===== src/rtl/serial_packet_receiver_if.sv =====
// Byte-stream in / packet-out bundle for serial_packet_receiver.
//   rx_data, new_rx_data          : byte and one-cycle strobe from avr_interface
//   data, new_data                : last good payload (byte 0 in data[7:0]) and its update pulse
//   busy, error, error_code       : frame-in-progress flag, failure pulse, failure cause
//   dropped                       : saturating count of non-sync bytes discarded while idle
// master drives the byte stream; slave is the receiver.
interface serial_packet_receiver_if #(
    parameter int PACKET_BYTES = 8
);
    logic [7:0]                rx_data;
    logic                      new_rx_data;
    logic [PACKET_BYTES*8-1:0] data;
    logic                      new_data;
    logic                      busy;
    logic                      error;
    logic [1:0]                error_code;
    logic [7:0]                dropped;

    modport master (
        output rx_data, new_rx_data,
        input  data, new_data, busy, error, error_code, dropped
    );

    modport slave (
        input  rx_data, new_rx_data,
        output data, new_data, busy, error, error_code, dropped
    );
endinterface


===== src/rtl/serial_packet_receiver.sv =====
// Frames the UART byte stream into packets of SYNC_BYTE, PACKET_BYTES payload
// bytes and an XOR checksum byte. A good packet updates data with a one-cycle
// new_data pulse; a bad checksum or an inter-byte gap of TIMEOUT_CYCLES clocks
// pulses error and records the cause in error_code (01 timeout, 10 checksum).
// Ports: clk, rst (synchronous, active high), bus (serial_packet_receiver_if.slave).
module serial_packet_receiver #(
    parameter int         PACKET_BYTES   = 8,
    parameter logic [7:0] SYNC_BYTE      = 8'hA5,
    parameter int         TIMEOUT_CYCLES = 5000000
) (
    input logic                     clk,
    input logic                     rst,
    serial_packet_receiver_if.slave bus
);
    localparam int CW = $clog2(PACKET_BYTES + 1);
    localparam int TW = $clog2(TIMEOUT_CYCLES);
    localparam int DW = PACKET_BYTES * 8;
    localparam logic [CW-1:0] LAST_SLOT = CW'(PACKET_BYTES - 1);
    localparam logic [TW-1:0] TMO_LAST  = TW'(TIMEOUT_CYCLES - 1);

    typedef enum logic [1:0] {
        IDLE,
        PAYLOAD,
        CHECK
    } state_t;

    state_t        state, state_next;
    logic [CW-1:0] byte_cnt, byte_cnt_next;
    logic [7:0]    xor_acc, xor_next;
    logic [TW-1:0] tmo_cnt, tmo_next;
    logic [DW-1:0] shadow, data_q;
    logic          shadow_we, data_load;
    logic          new_data_q, new_data_next;
    logic          error_q, error_next;
    logic [1:0]    code_q, code_next;
    logic [7:0]    dropped_q, dropped_next;
    logic          timeout_hit;

    // A strobe in the expiry cycle takes priority over the timeout.
    assign timeout_hit = !bus.new_rx_data && (tmo_cnt == TMO_LAST);

    always_comb begin
        state_next    = state;
        byte_cnt_next = byte_cnt;
        xor_next      = xor_acc;
        tmo_next      = tmo_cnt;
        shadow_we     = 1'b0;
        data_load     = 1'b0;
        new_data_next = 1'b0;
        error_next    = 1'b0;
        code_next     = code_q;
        dropped_next  = dropped_q;

        case (state)
            IDLE: begin
                if (bus.new_rx_data) begin
                    if (bus.rx_data == SYNC_BYTE) begin
                        state_next    = PAYLOAD;
                        byte_cnt_next = '0;
                        xor_next      = '0;
                        tmo_next      = '0;
                    end else if (dropped_q != '1) begin
                        dropped_next = dropped_q + 8'd1;
                    end
                end
            end
            PAYLOAD: begin
                if (bus.new_rx_data) begin
                    shadow_we     = 1'b1;
                    xor_next      = xor_acc ^ bus.rx_data;
                    byte_cnt_next = byte_cnt + CW'(1);
                    tmo_next      = '0;
                    if (byte_cnt == LAST_SLOT) begin
                        state_next = CHECK;
                    end
                end else if (timeout_hit) begin
                    state_next = IDLE;
                    error_next = 1'b1;
                    code_next  = 2'b01;
                end else begin
                    tmo_next = tmo_cnt + TW'(1);
                end
            end
            CHECK: begin
                if (bus.new_rx_data) begin
                    state_next = IDLE;
                    if (bus.rx_data == xor_acc) begin
                        data_load     = 1'b1;
                        new_data_next = 1'b1;
                    end else begin
                        error_next = 1'b1;
                        code_next  = 2'b10;
                    end
                end else if (timeout_hit) begin
                    state_next = IDLE;
                    error_next = 1'b1;
                    code_next  = 2'b01;
                end else begin
                    tmo_next = tmo_cnt + TW'(1);
                end
            end
            default: state_next = IDLE;
        endcase
    end

    always_ff @(posedge clk) begin
        if (rst) begin
            state      <= IDLE;
            byte_cnt   <= '0;
            xor_acc    <= '0;
            tmo_cnt    <= '0;
            shadow     <= '0;
            data_q     <= '0;
            new_data_q <= 1'b0;
            error_q    <= 1'b0;
            code_q     <= '0;
            dropped_q  <= '0;
        end else begin
            state      <= state_next;
            byte_cnt   <= byte_cnt_next;
            xor_acc    <= xor_next;
            tmo_cnt    <= tmo_next;
            new_data_q <= new_data_next;
            error_q    <= error_next;
            code_q     <= code_next;
            dropped_q  <= dropped_next;
            if (data_load) begin
                data_q <= shadow;
            end
            for (int unsigned i = 0; i < PACKET_BYTES; i++) begin
                if (shadow_we && byte_cnt == CW'(i)) begin
                    shadow[i*8 +: 8] <= bus.rx_data;
                end
            end
        end
    end

    assign bus.data       = data_q;
    assign bus.new_data   = new_data_q;
    assign bus.busy       = (state != IDLE);
    assign bus.error      = error_q;
    assign bus.error_code = code_q;
    assign bus.dropped    = dropped_q;
endmodule


===== src/flat_wrapper.sv =====
// flat-port wrapper written by rule: the top's interface ports become plain ports
module serial_packet_receiver_flat 
#(
    parameter int         PACKET_BYTES   = 8,
    parameter logic [7:0] SYNC_BYTE      = 8'hA5,
    parameter int         TIMEOUT_CYCLES = 5000000
)
  (clk, rst, bus_rx_data, bus_new_rx_data, bus_data, bus_new_data, bus_busy, bus_error, bus_error_code, bus_dropped);
  serial_packet_receiver_if #(.PACKET_BYTES(PACKET_BYTES)) bus_i ();
  input logic clk;
  input logic rst;
  input wire logic [$bits(bus_i.rx_data)-1:0] bus_rx_data;
  input wire logic [$bits(bus_i.new_rx_data)-1:0] bus_new_rx_data;
  output wire logic [$bits(bus_i.data)-1:0] bus_data;
  output wire logic [$bits(bus_i.new_data)-1:0] bus_new_data;
  output wire logic [$bits(bus_i.busy)-1:0] bus_busy;
  output wire logic [$bits(bus_i.error)-1:0] bus_error;
  output wire logic [$bits(bus_i.error_code)-1:0] bus_error_code;
  output wire logic [$bits(bus_i.dropped)-1:0] bus_dropped;
  assign bus_i.rx_data = bus_rx_data;
  assign bus_i.new_rx_data = bus_new_rx_data;
  assign bus_data = bus_i.data;
  assign bus_new_data = bus_i.new_data;
  assign bus_busy = bus_i.busy;
  assign bus_error = bus_i.error;
  assign bus_error_code = bus_i.error_code;
  assign bus_dropped = bus_i.dropped;
  serial_packet_receiver #(.PACKET_BYTES(PACKET_BYTES), .SYNC_BYTE(SYNC_BYTE), .TIMEOUT_CYCLES(TIMEOUT_CYCLES)) u_core (.clk(clk), .rst(rst), .bus(bus_i));
endmodule

===== config.mk =====
export PLATFORM = sky130hd
export DESIGN_NAME = serial_packet_receiver_flat
export DESIGN_NICKNAME = d
export VERILOG_FILES = /design/src/rtl/serial_packet_receiver_if.sv /design/src/rtl/serial_packet_receiver.sv /design/src/flat_wrapper.sv
export SDC_FILE = /design/constraint.sdc
export NUM_CORES = 1
export LEC_CHECK = 0
export BUFFER_PORTS_ARGS = -buffer_cell sky130_fd_sc_hd__buf_2
export CAP_MARGIN = 20
export CELL_PAD_IN_SITES_DETAIL_PLACEMENT = 0
export CELL_PAD_IN_SITES_GLOBAL_PLACEMENT = 2
export CORE_UTILIZATION = 35
export DETAILED_ROUTE_END_ITERATION = 8
export PLACE_DENSITY_LB_ADDON = 0.1
export SLEW_MARGIN = 20
export SYNTH_ARGS = -nofsm -noshare
export SYNTH_HDL_FRONTEND = slang
export SYNTH_SLANG_ARGS = --single-unit
export TNS_END_PERCENT = 100

===== constraint.sdc =====
create_clock -name clk -period 2.4 [get_ports clk]
set_input_delay 0.24 -clock clk [delete_from_list [all_inputs] [get_ports clk]]
set_output_delay 0.24 -clock clk [all_outputs]
set_load 0.05 [all_outputs]

### Word level (Yosys, flattened, before mapping)

Cells that the tools add are included.

| word-level totals | value |
|---|---|
| output and inout port bits | 77 |
| register bits after elaboration | 177 |

| operators by class | value |
|---|---|
| eq/ne operators | 20 |
| add/sub/neg operators | 3 |
| bitwise gates (word level) | 2 |
| muxes and demuxes | 36 |
| reductions and logical operators | 21 |

Operators by type and width:

| kind | count |
|---|---|
| 23-bit 2-to-1 mux | 5 |
| 23-bit one-hot mux with 3 select lines | 1 |
| 8-bit 2-to-1 mux | 3 |
| 23-bit by 1-bit adder with 23-bit output, second input constant | 1 |
| 23-bit == test, second input constant | 1 |
| 2-bit 2-to-1 mux | 10 |
| 4-bit by 3-bit == test with 1-bit output, second input constant | 4 |
| 8-bit one-hot mux with 2 select lines | 1 |
| 4-bit 2-to-1 mux | 3 |
| 4-bit AND reduction | 3 |
| 1-bit logical AND | 9 |
| 1-bit 2-to-1 mux | 9 |
| 8-bit by 1-bit adder with 8-bit output, second input constant | 1 |
| 4-bit by 2-bit == test with 1-bit output, second input constant | 2 |
| 8-bit == test | 1 |
| 8-bit == test, second input constant | 1 |
| 2-bit inequality test, second input constant | 4 |
| 8-bit inequality test, second input constant | 1 |
| 4-bit one-hot mux with 2 select lines | 1 |
| 8-bit bitwise XOR | 1 |
| 2-bit one-hot mux with 3 select lines | 1 |
| 3-bit AND reduction | 2 |
| 2-bit nonzero test | 3 |
| 4-bit by 1-bit adder with 4-bit output, second input constant | 1 |
| 13 further kinds | 13 |

### Longest topological paths before layout

Gate-level depths: netlist of the first run.

| depth | value |
|---|---|
| depth after elaboration | 5 |
| mapped depth | 9 |
| depth with buffers taken out | 7 |

### Worst setup path before layout of the first run

No wires, ideal clock.

| timing path | value |
|---|---|
| path kind | register -> register |
| start point | register u_core.state[0] |
| end point | register u_core.tmo_cnt[6] |
| arrival | 1.919 ns |
| library setup time | 0.070 ns |
| path slack | 0.410 ns |
| period minus slack after synthesis | 1.990 ns |
| cell stages (with the launch flop) | 10 |
| cell sequence | dfxtp_1 -> inv_1 -> ha_1 -> a21oi_1 -> a41o_1 -> buf_6 -> o41ai_4 -> buf_6 -> or3_1 -> a21oi_1 |

| on the way | value |
|---|---|
| word-level cells in the longest chain between the ends | 3 |
| elaborated cells between the ends (all ways) | 9 |
| those cells by class | eq/ne (5); mux (1); reduce/logical (3) |

Ends and longest elaborated chain:

| what | line | text |
|---|---|---|
| start: declaration | serial_packet_receiver.sv:27 | `state_t state, state_next;` |
| start signal: assignment | serial_packet_receiver.sv:119 | `state <= state_next;` |
| 2-bit == test (tied with other cells) | serial_packet_receiver.sv:54 | `case (state)` |
| 2-bit inequality test (no line) (tied with other cells) | n/a |  |
| 4-bit AND reduction (no line) | n/a |  |
| end signal: assignment | serial_packet_receiver.sv:122 | `tmo_cnt <= tmo_next;` |
| end: declaration | serial_packet_receiver.sv:30 | `logic [TW-1:0] tmo_cnt, tmo_next;` |

Several ways; a longest one is shown, not always the timed one.
A chain may end at the register's enable or synchronous reset.

### Final worst setup path of the first run

| timing path | value |
|---|---|
| start point | register u_core.state[1] |
| end point | register u_core.xor_acc[3] |

| on the way | value |
|---|---|
| word-level cells in the longest chain between the ends | 3 |
| elaborated cells between the ends (all ways) | 8 |
| those cells by class | eq/ne (4); mux (1); reduce/logical (3) |

Ends and longest elaborated chain:

| what | line | text |
|---|---|---|
| 2-bit by 1-bit == test with 1-bit output or 2-bit logical NOT (tied branches) | serial_packet_receiver.sv:54 |  |
| 2-bit inequality test (no line) (tied with other cells) | n/a |  |
| 4-bit AND reduction (no line) | n/a |  |
| end signal: assignment | serial_packet_receiver.sv:121 | `xor_acc <= xor_next;` |
| end: declaration | serial_packet_receiver.sv:29 | `logic [7:0] xor_acc, xor_next;` |

Several ways; a longest one is shown, not always the timed one.

==> metrics.md, run 1 <==
| Metric | Value |
|---|---|
| Worst setup SP type | `flop` |
| Syn_area_per_cell | `8.82 sq um` |
| I/O Pins | `88` |
| CTS tree | `built` |
| Worst Max-Slew Pin Slew | `0.795 ns` |
| Yosys top cell by area | `dfxtp_1` |
| Hold_buf cts | `0` |
| DIE AREA | `21500 sq um` |
| DRT iter0 DRCs | `317` |
| Count of final hold-check violations | `0` |
| Worst skew pair latency | `0.43 ns` |
| Post-route clock period utilization | `92.3%` |
| Core box area | `20400 sq um` |
| Antenna viol nets, final | `0` |
| Routed vias/inst | `5.05` |
| R2R depth | `8` |
| Number of remaining DRC errors | `0` |
| Crit path max fanout | `14` |
| Post-Syn Instances | `831` |
| Crit-path max cell delay | `0.41 ns` |
| Fmax | `0.451 GHz` |
| WP data arrival | `2.55 ns` |
| Crit path cell chain | `inv_1 -> ha_1 -> buf_4 -> nor2b_1 -> a31oi_1 -> nand2b_1 -> a21oi_1 -> o32ai_1` |
| P per Cell Area | `725 nW/um^2` |
| Status | `complete, no violations` |
| Resize count post-CTS | `0` |
| Synth top area cells | `dfxtp_1 (48%), mux2i_1 (8.9%), a21oi_1 (5.9%)` |
| RSZ-0062 raised after global routing | `false` |
| Hold Crit Class | `primary input to flop` |
| Register area share after synthesis | `48.3%` |
| DRT Wirelength | `18.5 mm` |
| Flop2flop setup slack | `0.18 ns` |
| Total CTS buffers | `17` |
| Most used flip-flop cell after synthesis | `dfxtp_1` |
| Final WS setup | `0.184 ns` |
| Layout cell share with drive strength beyond 1 | `17.6%` |
| Setup Buffers After CTS | `0` |
| Synthesized area | `7330 sq um` |
| Top cells by count, synth | `dfxtp_1 (177), nor2_1 (95), nand2_1 (93), a21oi_1 (86), nand3_1 (86)` |
| All-Layer GR Usage | `17.6%` |
| Finish-stage setup viols | `0` |
| Nets | `936` |
| Detailed-route via count | `6034` |
| Clock-pin slew on the worst setup and hold paths | `0.07 ns` |
| Port Buffers | `87` |
| Slew HR | `47.0%` |
| Crit path max-delay family | `compound AO/OA/AOI/OAI gates` |
| Hold endpoint | `u_core.bus.error` |
| Critical path class | `flop to flop` |
| Layout area overhead | `18.6%` |
| Synth Net Count | `853` |
| Clock sink count | `177` |
| Library cells used by synthesis | `50` |
| FP Rows | `52` |
| HPWL after DPL | `12.7 mm` |
| Initial Utilization | `36.0%` |
| Leakage | `0.00321 uW` |
| Hold Path Stages | `2` |
| Grt ovf | `0` |
| Synth top area share | `48.3%` |
| Worst R2R Start | `u_core.state[1]` |
| Clock Path Buffers | `2` |
| Root buffer cell | `clkbuf_16` |
| CP max-delay cell | `nand2b_1` |
| R2r endpoint | `u_core.xor_acc[3]` |
| Hold Path Origin | `rst` |
| First-pass GRT wire length | `30.1 mm` |
| WL/cell | `15.4 um` |
| Async SR Flop Fraction | `0%` |
| Setup TNS | `0 ns` |
| Die Wd | `147 um` |
| Dpl ws | `0.198 ns` |
| #FFs+latches synth | `177` |
| Initial antenna violation count | `0` |
| Top-count cell post-synth | `dfxtp_1` |
| Critical path required time | `2.73 ns` |
| YS warnings | `0` |
| Buffers and inverters on the worst path | `2` |
| Pins Over Slew Limit | `0` |
| Max-Cap Viols | `0` |
| VDD IR-drop max | `0.000452 V` |
| Drt first pass iters | `4` |
| GPL Wtd Cong | `0.838` |
| Htree depth | `4` |
| N_diodes | `0` |
| Die Height | `147 um` |
| Max Clock Skew | `0.00952 ns` |
| Minimum clock period | `2.22 ns` |
| Largest net degree at the start of global routing | `80` |
| Vias in the first global route | `5726` |
| Post-synth EDFFs | `0` |
| CP Capture Type | `flop` |
[cell type report]
type	instances	area, sq um
sequential	177	3540
inverter	27	101
multi-input combinational	569	3440
fill	2057	11700
clock inverter	12	110
timing repair buffer	122	713
tap	270	338
clock buffer	19	453
[layer usage]
metal	wire [um]	GRT usage, %
met5	0	0
met4	216	6.04
met1	9070	24.1
met3	669	3.45
met2	8500	27.6
[where the power goes]
part           leakage, uW  total, uW  internal [uW]  switching (uW)
sequential         0.00143       3010           2970            32.4
combinational      0.00151        637            199             438
clock             0.000267       2660           1480            1180
[worst max path at each step]
stage                    startpoint                  end  slack, ns  cells past startpoint
floorplan           u_core.state[0]    u_core.tmo_cnt[6]       0.41                      9
global placement     bus_rx_data[7]  u_core.bus.data[43]       0.28                      8
detailed placement  u_core.state[1]    u_core.xor_acc[3]       0.20                      8
CTS                 u_core.state[0]    u_core.tmo_cnt[5]       0.19                      7
global route        u_core.state[0]    u_core.tmo_cnt[3]      0.004                      7
finish              u_core.state[1]    u_core.xor_acc[3]       0.18                      8
[cells by family after synthesis]
| kind of cell | share of synthesized area, % |
|---|---|
| flops | 48.3 |
| xor+xnor | 3.11 |
| compound gates | 10.4 |
| buf+inv | 5.00 |
| mux | 8.88 |
| fa+ha+maj | 1.88 |
| simple gates | 22.3 |
[metrics by stage]
stage / total power, uW / hold slack (ns) / area [sq um] / utilization [%] / std cells
4_1_cts: 6380 / 0.0770 / 8700 / 42.7 / 1196
2_1_floorplan: 3520 / 0.436 / 7330 / - / 831
6_report: 6300 / 0.0916 / 8700 / 42.7 / 1196
5_1_grt: 6590 / 0.0931 / 8700 / 42.7 / 1196
3_3_place_gp: 3700 / 0.447 / 8130 / 39.9 / 1165
3_5_place_dp: 3710 / 0.450 / 8130 / 39.9 / 1165
[state kept, by name, indices dropped and copies added (netlist names)]
signal	count
u_core.bus.data	64
u_core.shadow	64
u_core.tmo_cnt	23
u_core.bus.dropped	8
u_core.xor_acc	8
u_core.byte_cnt	4
u_core.bus.error_code	2
u_core.state	2
u_core.bus.error	1
u_core.bus.new_data	1
[cell usage in the layout (no fill, tap or decap), drive strengths merged, types with 16 or more instances in the layout]
cell | synthesis | routed
nand2 | 93 | 93
xor2 | 16 | 16
inv | 27 | 28
nand3 | 86 | 86
dfxtp | 177 | 177
a21oi | 86 | 86
nor2 | 95 | 95
nand4 | 17 | 17
clkbuf | 37 | 19
mux2i | 65 | 65
buf | 21 | 122
[worst register-to-register path, cell delays in order (launching register included)]
cell and delay, ns:
dfxtp_1 0.39, inv_1 0.10, ha_1 0.22, buf_4 0.20, nor2b_1 0.14, a31oi_1 0.32
nand2b_1 0.41, a21oi_1 0.09, o32ai_1 0.25
Note: power is estimated with default switching activity, not from simulation.
==> inputs of run 2 (changes only) <==
--- a/config.mk
+++ b/config.mk
@@ -12,6 +12,7 @@
 export CORE_UTILIZATION = 35
 export DETAILED_ROUTE_END_ITERATION = 8
 export PLACE_DENSITY_LB_ADDON = 0.1
+export REMOVE_ABC_BUFFERS = 1
 export SLEW_MARGIN = 20
 export SYNTH_ARGS = -nofsm -noshare
 export SYNTH_HDL_FRONTEND = slang
==> run 2 against run 1 <==
Against the previous run:
- non-clock buffer count decreased by 8
- via count increased by 0.38%
- clock power increased by 4%
- final area unchanged
- sequential power about the same
- global-route usage increased by 0.26 points
- first-iteration DRC count increased by 3.5%
- critical path depth unchanged
- largest cell class unchanged
- highest routed layer is now met5
==> metrics.md, run 2 (synthesis gave the netlist of run 1 again) <==
| Metric | Value |
|---|---|
| Met1 GRT Util | `23.5% (-0.60 points)` |
| PnR Total Power | `6420 uW (+1.8%)` |
| Finish-stage setup viols | `0 (unchanged)` |
| GPL Wtd Cong | `0.802 (-4.3%)` |
| Critical path required time | `2.71 ns (-0.02 ns)` |
| Port Buffers | `87 (unchanged)` |
| RSZ-0062 raised after global routing | `false` |
| Crit path max fanout | `9 (-5)` |
| Seq. cell area | `3540 sq um (unchanged)` |
| DRT iter0 DRCs | `328 (+3.5%)` |
| Flop2flop setup slack | `0.16 ns (-0.03 ns)` |
| GR peak layer | `met2` |
| Die Wd | `147 um (unchanged)` |
| GRT met3 Usage | `3.54% (+0.093 points)` |
| DP Cell Count | `1157 (-0.69%)` |
| Fillers | `2061 (+0.19%)` |
| Initial Utilization | `36.0% (unchanged)` |
| Global routing usage on met2 | `29.2% (+1.5 points)` |
| Fmax | `0.446 GHz (-1.3%)` |
| HPWL after DPL | `12.9 mm (+1.2%)` |
| CTS tree | `built` |
| Routed vias/inst | `5.09 (+0.97%)` |
| Resize count post-CTS | `0 (unchanged)` |
| Max Clock Skew | `0.00913 ns (-0.000394 ns)` |
| Commonest cells after routing, fill and taps aside | `dfxtp_1 (177), nor2_1 (95), nand2_1 (93)` |
| Setup TNS | `0 ns (unchanged)` |
| Max-Cap Viols | `0 (unchanged)` |
| R2r endpoint | `u_core.tmo_cnt[14]` |
| DIE AREA | `21500 sq um (unchanged)` |
| VDD IR-drop max | `0.000471 V (+4.3%)` |
| Clock-pin slew on the worst setup and hold paths | `0.07 ns (about the same)` |
| Core box area | `20400 sq um (unchanged)` |
| Clock Path Buffers | `2 (unchanged)` |
| Htree depth | `4 (unchanged)` |
| DRT Wirelength | `18.6 mm (+0.96%)` |
| Setup Buffers After CTS | `0 (unchanged)` |
| Worst Max-Slew Pin Slew | `0.768 ns (-0.0266 ns)` |
| Fin cells | `1189 (-0.59%)` |
| Pint | `4690 uW (+0.85%)` |
| Hold_buf cts | `0 (unchanged)` |
| Initial antenna violation count | `1 (+1)` |
| Critical path class | `flop to flop` |
| Switching pwr | `1730 uW (+4.6%)` |
| Drt first pass iters | `7 (+3)` |
| Comb power frac | `10.0% (about the same)` |
| Minimum clock period | `2.24 ns (+0.0290 ns)` |
| Post-layout instance area | `8700 sq um (unchanged)` |
| Status | `complete, no violations` |
| Slew HR | `48.4% (+1.4 points)` |
| Worst skew pair latency | `0.43 ns (about the same)` |
| FP Rows | `52 (unchanged)` |
| Layout cell share with drive strength beyond 1 | `17.1% (-0.52 points)` |
| Detailed-route via count | `6057 (+0.38%)` |
| N_diodes | `0 (unchanged)` |
| WP data arrival | `2.56 ns (about the same)` |
| Leading cell type in the layout, fill and taps excluded | `dfxtp_1` |
| Pins Over Slew Limit | `0 (unchanged)` |
| P per Cell Area | `738 nW/um^2 (+1.8%)` |
| Hold Crit Class | `primary input to flop` |
| I/O Pins | `88 (unchanged)` |
| Vias in the first global route | `5750 (+0.42%)` |
| Sequential Power Share | `46.8% (-0.9 points)` |
| Total CTS buffers | `17 (unchanged)` |
| First-pass GRT wire length | `30.5 mm (+1.4%)` |
| Clock sink count | `177 (unchanged)` |
| Critical Path End | `u_core.tmo_cnt[14]` |
| Root buffer cell | `clkbuf_16` |
| CP Capture Type | `flop` |
| Antenna viol nets, final | `0 (unchanged)` |
| Worst R2R Start | `u_core.state[0]` |
| Crit path from | `u_core.state[0]` |
| Count of final hold-check violations | `0 (unchanged)` |
| Grt ovf | `0 (unchanged)` |
| Worst setup SP type | `flop` |
| Leakage | `0.00319 uW (-0.47%)` |
| Placed cell areas | `8100 sq um (-0.43%)` |
| R2R depth | `8 (unchanged)` |
| Clock power share | `43.2% (+1.0 points)` |
| Nets | `928 (-0.85%)` |
| WL/cell | `15.7 um (+1.6%)` |
| Die Height | `147 um (unchanged)` |
| All-Layer GR Usage | `17.9% (+0.26 points)` |
| Layout area overhead | `18.6% (unchanged)` |
| Footprint of the multi-input gates | `3440 sq um (+0.11%)` |
| Largest net degree at the start of global routing | `121 (+51%)` |
| Switch share | `26.9% (+0.72 points)` |
| Post-route clock period utilization | `93.5% (+1.2 points)` |
| Number of remaining DRC errors | `0 (unchanged)` |
-- run 2: cell types whose count changed in the layout (fill, tap and decap cells not counted), sizes merged --
cell      change
inv           +6
clkinvlp      -2
buf           -8
clkinv        -3
-- run 2: worst max-delay path, cell delays in order (launching register included) --
cell and delay (ns):
dfxtp_1 0.40, inv_1 0.10, ha_1 0.27, a21oi_2 0.25, a41o_1 0.31, buf_4 0.20, nand4_1 0.12, and3_1 0.19
or2_2 0.28
-- run 2: final cells by class --
class                   instances  area share (%)
repair buffers                114            7.80
inverters                      27            1.17
multi-input cells             569            39.6
clock inverters                13            1.63
well taps                     270            3.88
clock buffers                  19            5.21
flip-flops and latches        177            40.7
-- run 2: worst min path at each step --
| stage | startpoint | to | slack [ns] | cells past startpoint |
|---|---|---|---|---|
| final | bus_rx_data[5] | u_core.xor_acc[5] | 0.16 | 3 |
| after floorplan | rst | u_core.bus.dropped[1] | 0.31 | 1 |
| after global routing | bus_rx_data[5] | u_core.xor_acc[5] | 0.16 | 3 |
| after global placement | u_core.shadow[39] | u_core.shadow[39] | 0.45 | 2 |
| after CTS | bus_rx_data[5] | u_core.xor_acc[5] | 0.14 | 3 |
| after detailed placement | u_core.shadow[61] | u_core.shadow[61] | 0.45 | 2 |
-- run 2: power by group through the flow --
| stage | Combinational (uW) | Sequential, uW | Clock, uW |
|---|---|---|---|
| after CTS | 640 | 3000 | 2870 |
| after global routing | 697 | 3010 | 3020 |
| after detailed placement | 635 | 3070 | 0 |
| final | 639 | 3010 | 2770 |
| after floorplan | 328 | 3100 | 0 |
| after global placement | 623 | 3070 | 0 |
-- run 2: metal layers --
layer	vias to the layer above	wire [um]
met5	-	18
met4	2	282
met3	22	694
met2	115	8840
met1	2878	8800
li1	3040	-
-- run 2: through the flow --
step / util (%) / hold WS (ns) / setup WS (ns)
floorplan: - / 0.309 / -5.22
global placement: 39.8 / 0.447 / 0.231
detailed placement: 39.8 / 0.450 / 0.106
CTS: 42.7 / 0.138 / 0.0892
global route: 42.7 / 0.159 / 0.0110
finish: 42.7 / 0.156 / 0.155
==> inputs of run 3 (changes only) <==
--- a/config.mk
+++ b/config.mk
@@ -6,7 +6,7 @@
 export NUM_CORES = 1
 export LEC_CHECK = 0
 export BUFFER_PORTS_ARGS = -buffer_cell sky130_fd_sc_hd__buf_2
-export CAP_MARGIN = 20
+export CAP_MARGIN = 10
 export CELL_PAD_IN_SITES_DETAIL_PLACEMENT = 0
 export CELL_PAD_IN_SITES_GLOBAL_PLACEMENT = 2
 export CORE_UTILIZATION = 35
==> constraint.sdc (replaced) <==
create_clock -name clk -period 2.4 [get_ports clk]
set_input_delay 0.36 -clock clk [delete_from_list [all_inputs] [get_ports clk]]
set_output_delay 0.36 -clock clk [all_outputs]
set_load 0.05 [all_outputs]
==> run 3 against run 2 <==
Against the previous run:
- sequential cell count stayed put
- first-iteration DRC count down 8.5%
- routed wire length grew 1.9%
- clock skew grew 0.0034 ns
==> metrics.md, run 3 (synthesis gave the netlist of run 1 again) <==
| Metric | Value |
|---|---|
| HPWL after DPL | `12.9 mm (+0.45%)` |
| Status | `complete, no violations` |
| Initial antenna violation count | `1 (unchanged)` |
| Total CTS buffers | `17 (unchanged)` |
| WP data arrival | `2.58 ns (+0.02 ns)` |
| Core box area | `20400 sq um (unchanged)` |
| Vias in the first global route | `5772 (+0.38%)` |
| Post-route clock period utilization | `92.7% (-0.80 points)` |
| DRT iter0 DRCs | `300 (-8.5%)` |
| Worst Max-Slew Pin Slew | `0.740 ns (-0.0284 ns)` |
| VDD IR-drop max | `0.000483 V (+2.6%)` |
| DIE AREA | `21500 sq um (unchanged)` |
| DRT Wirelength | `19.0 mm (+1.9%)` |
| Setup Buffers After CTS | `0 (unchanged)` |
| GPL Wtd Cong | `0.784 (-2.2%)` |
| First-pass GRT wire length | `30.8 mm (+1.2%)` |
| Switching pwr | `1660 uW (-3.8%)` |
| WL met3 | `709 um (+2.2%)` |
| Clock-pin slew on the worst setup and hold paths | `0.07 ns (about the same)` |
| N_diodes | `0 (unchanged)` |
| Routed vias/inst | `5.09 (about the same)` |
| WL/cell | `16.0 um (+1.9%)` |
| Final WS setup | `0.175 ns (+0.0192 ns)` |
| CP max-delay cell | `dfxtp_1` |
| Grt ovf | `0 (unchanged)` |
| Drt first pass iters | `4 (-3)` |
| Switch share | `25.5% (-1.4 points)` |
| Comb power frac | `10.1% (about the same)` |
| Root buffer cell | `clkbuf_16` |
| Worst skew pair latency | `0.42 ns (about the same)` |
| Initial Utilization | `36.0% (unchanged)` |
| Port Buffers | `87 (unchanged)` |
| Clock Path Buffers | `2 (unchanged)` |
| Dpl ws | `0.133 ns (+0.0267 ns)` |
| Nets | `930 (+0.22%)` |
| Commonest cells after routing, fill and taps aside | `dfxtp_1 (177), nor2_1 (95), nand2_1 (93)` |
| Crit-path max cell delay | `0.40 ns (about the same)` |
| Post-Route M1 WL | `8.97 mm (+1.9%)` |
| All-Layer GR Usage | `18.2% (+0.34 points)` |
| Antenna viol nets, final | `0 (unchanged)` |
| Max Used Layer | `met5` |
| Critical path class | `flop to flop` |
| Critical path required time | `2.75 ns (+0.04 ns)` |
| Fmax | `0.449 GHz (+0.86%)` |
| CP Capture Type | `flop` |
| Pins Over Slew Limit | `0 (unchanged)` |
| Worst setup SP type | `flop` |
| Number of remaining DRC errors | `0 (unchanged)` |
| Crit path max fanout | `14 (+5)` |
| Placed cell areas | `8130 sq um (+0.34%)` |
| Hold Crit Class | `primary input to flop` |
| P per Cell Area | `745 nW/um^2 (+1.0%)` |
| Slew HR | `50.3% (+1.9 points)` |
| Minimum clock period | `2.23 ns (-0.0192 ns)` |
| Die Wd | `147 um (unchanged)` |
| Finish-stage setup viols | `0 (unchanged)` |
| I/O Pins | `88 (unchanged)` |
| Pint | `4850 uW (+3.3%)` |
| Max-Cap Viols | `0 (unchanged)` |
| Sequential Power Share | `46.2% (-0.6 points)` |
| RSZ-0062 raised after global routing | `false` |
| Layout cell share with drive strength beyond 1 | `17.2% (+0.11 points)` |
| Layout area overhead | `19.1%` |
| Htree depth | `4 (unchanged)` |
| Leakage | `0.00320 uW (+0.31%)` |
| Clock power share | `43.7% (+0.5 points)` |
| Detailed-route via count | `6054 (-0.050%)` |
| Clock sink count | `177 (unchanged)` |
| Crit path cell chain | `inv_1 -> ha_1 -> a21oi_2 -> a41o_1 -> o41ai_4 -> buf_4 -> or4_1 -> a21oi_1` |
| Post-layout instance area | `8730 sq um (+0.37%)` |
| Leading cell type in the layout, fill and taps excluded | `dfxtp_1` |
| CTS tree | `built` |
| Die Height | `147 um (unchanged)` |
| Largest net degree at the start of global routing | `147 (+21%)` |
| Count of final hold-check violations | `0 (unchanged)` |
| Max Clock Skew | `0.0125 ns (+0.00336 ns)` |
| DR WL met2 | `8.95 mm (+1.3%)` |
| FP Rows | `52 (unchanged)` |
| Fillers | `2006 (-2.7%)` |
run 3: changes by cell type in the layout (fill, tap and decap cells not counted), sizes merged:
| cell | before | now |
|---|---|---|
| buf | 114 | 116 |
| bufinv | 1 | 3 |
| clkbuf | 19 | 18 |
| clkinvlp | 2 | 3 |
| inv | 34 | 30 |
run 3: final timing paths:
kind | to | cells past startpoint | from | slack (ns)
worst min-delay path | u_core.bus.error_code[0] | 2 | rst | 0.22
worst max-delay path | u_core.tmo_cnt[5] | 8 | u_core.state[0] | 0.17
worst max register to register | u_core.tmo_cnt[5] | 8 | u_core.state[0] | 0.17
worst min register to register | u_core.shadow[27] | 2 | u_core.shadow[27] | 0.46
run 3: metrics by stage:
step           util [%]  power (uW)  TNS, ns  hold WS (ns)  std cells
5_1_grt            42.9        6790        0         0.233       1189
2_1_floorplan         -        3420  -357.02         0.429        773
6_report           42.9        6510        0         0.225       1189
3_5_place_dp       39.9        3730        0         0.451       1159
4_1_cts            42.8        6590        0         0.204       1189
3_3_place_gp       39.9        3720        0         0.449       1159
run 3: cell type report:
type,count,area [sq um],area share [%]
flip-flops and latches,177,3540,40.6
multi-input cells,569,3440,39.4
repair buffers,116,706,8.08
clock buffers,18,439,5.03
well taps,270,338,3.87
clock inverters,12,158,1.81
inverters,27,101,1.16
run 3: worst max-delay path, delay by kind of cell, from the launching register on:
kind / cells / cell delay [ns]
AOI/OAI and AO/OA: 4 / 0.78
DFF: 1 / 0.40
and+or+nand+nor: 1 / 0.40
buffers and inverters: 2 / 0.30
adders and majority gates: 1 / 0.28
run 3: power groups by stage:
| stage | registers (uW) | logic, uW | clock network [uW] |
|---|---|---|---|
| global route | 3010 | 718 | 3070 |
| detailed placement | 3070 | 654 | 0 |
| finish | 3010 | 658 | 2840 |
| CTS | 3010 | 656 | 2930 |
| global placement | 3070 | 647 | 0 |
| floorplan | 3100 | 328 | 0 |
run 3: what timing repair did:
action | in CTS | in global routing
hold buffers | 0 | 0
setup endpoints to repair | 0 | 7
resized for setup | 0 | 2
endpoints found under the hold margin | 0 | 0
run 3: layer usage:
layer | GRT usage (%) | up-vias
met5 | 0 | -
met4 | 6.93 | 2
met3 | 3.73 | 23
met2 | 29.5 | 114
met1 | 23.9 | 2869
li1 | - | 3046
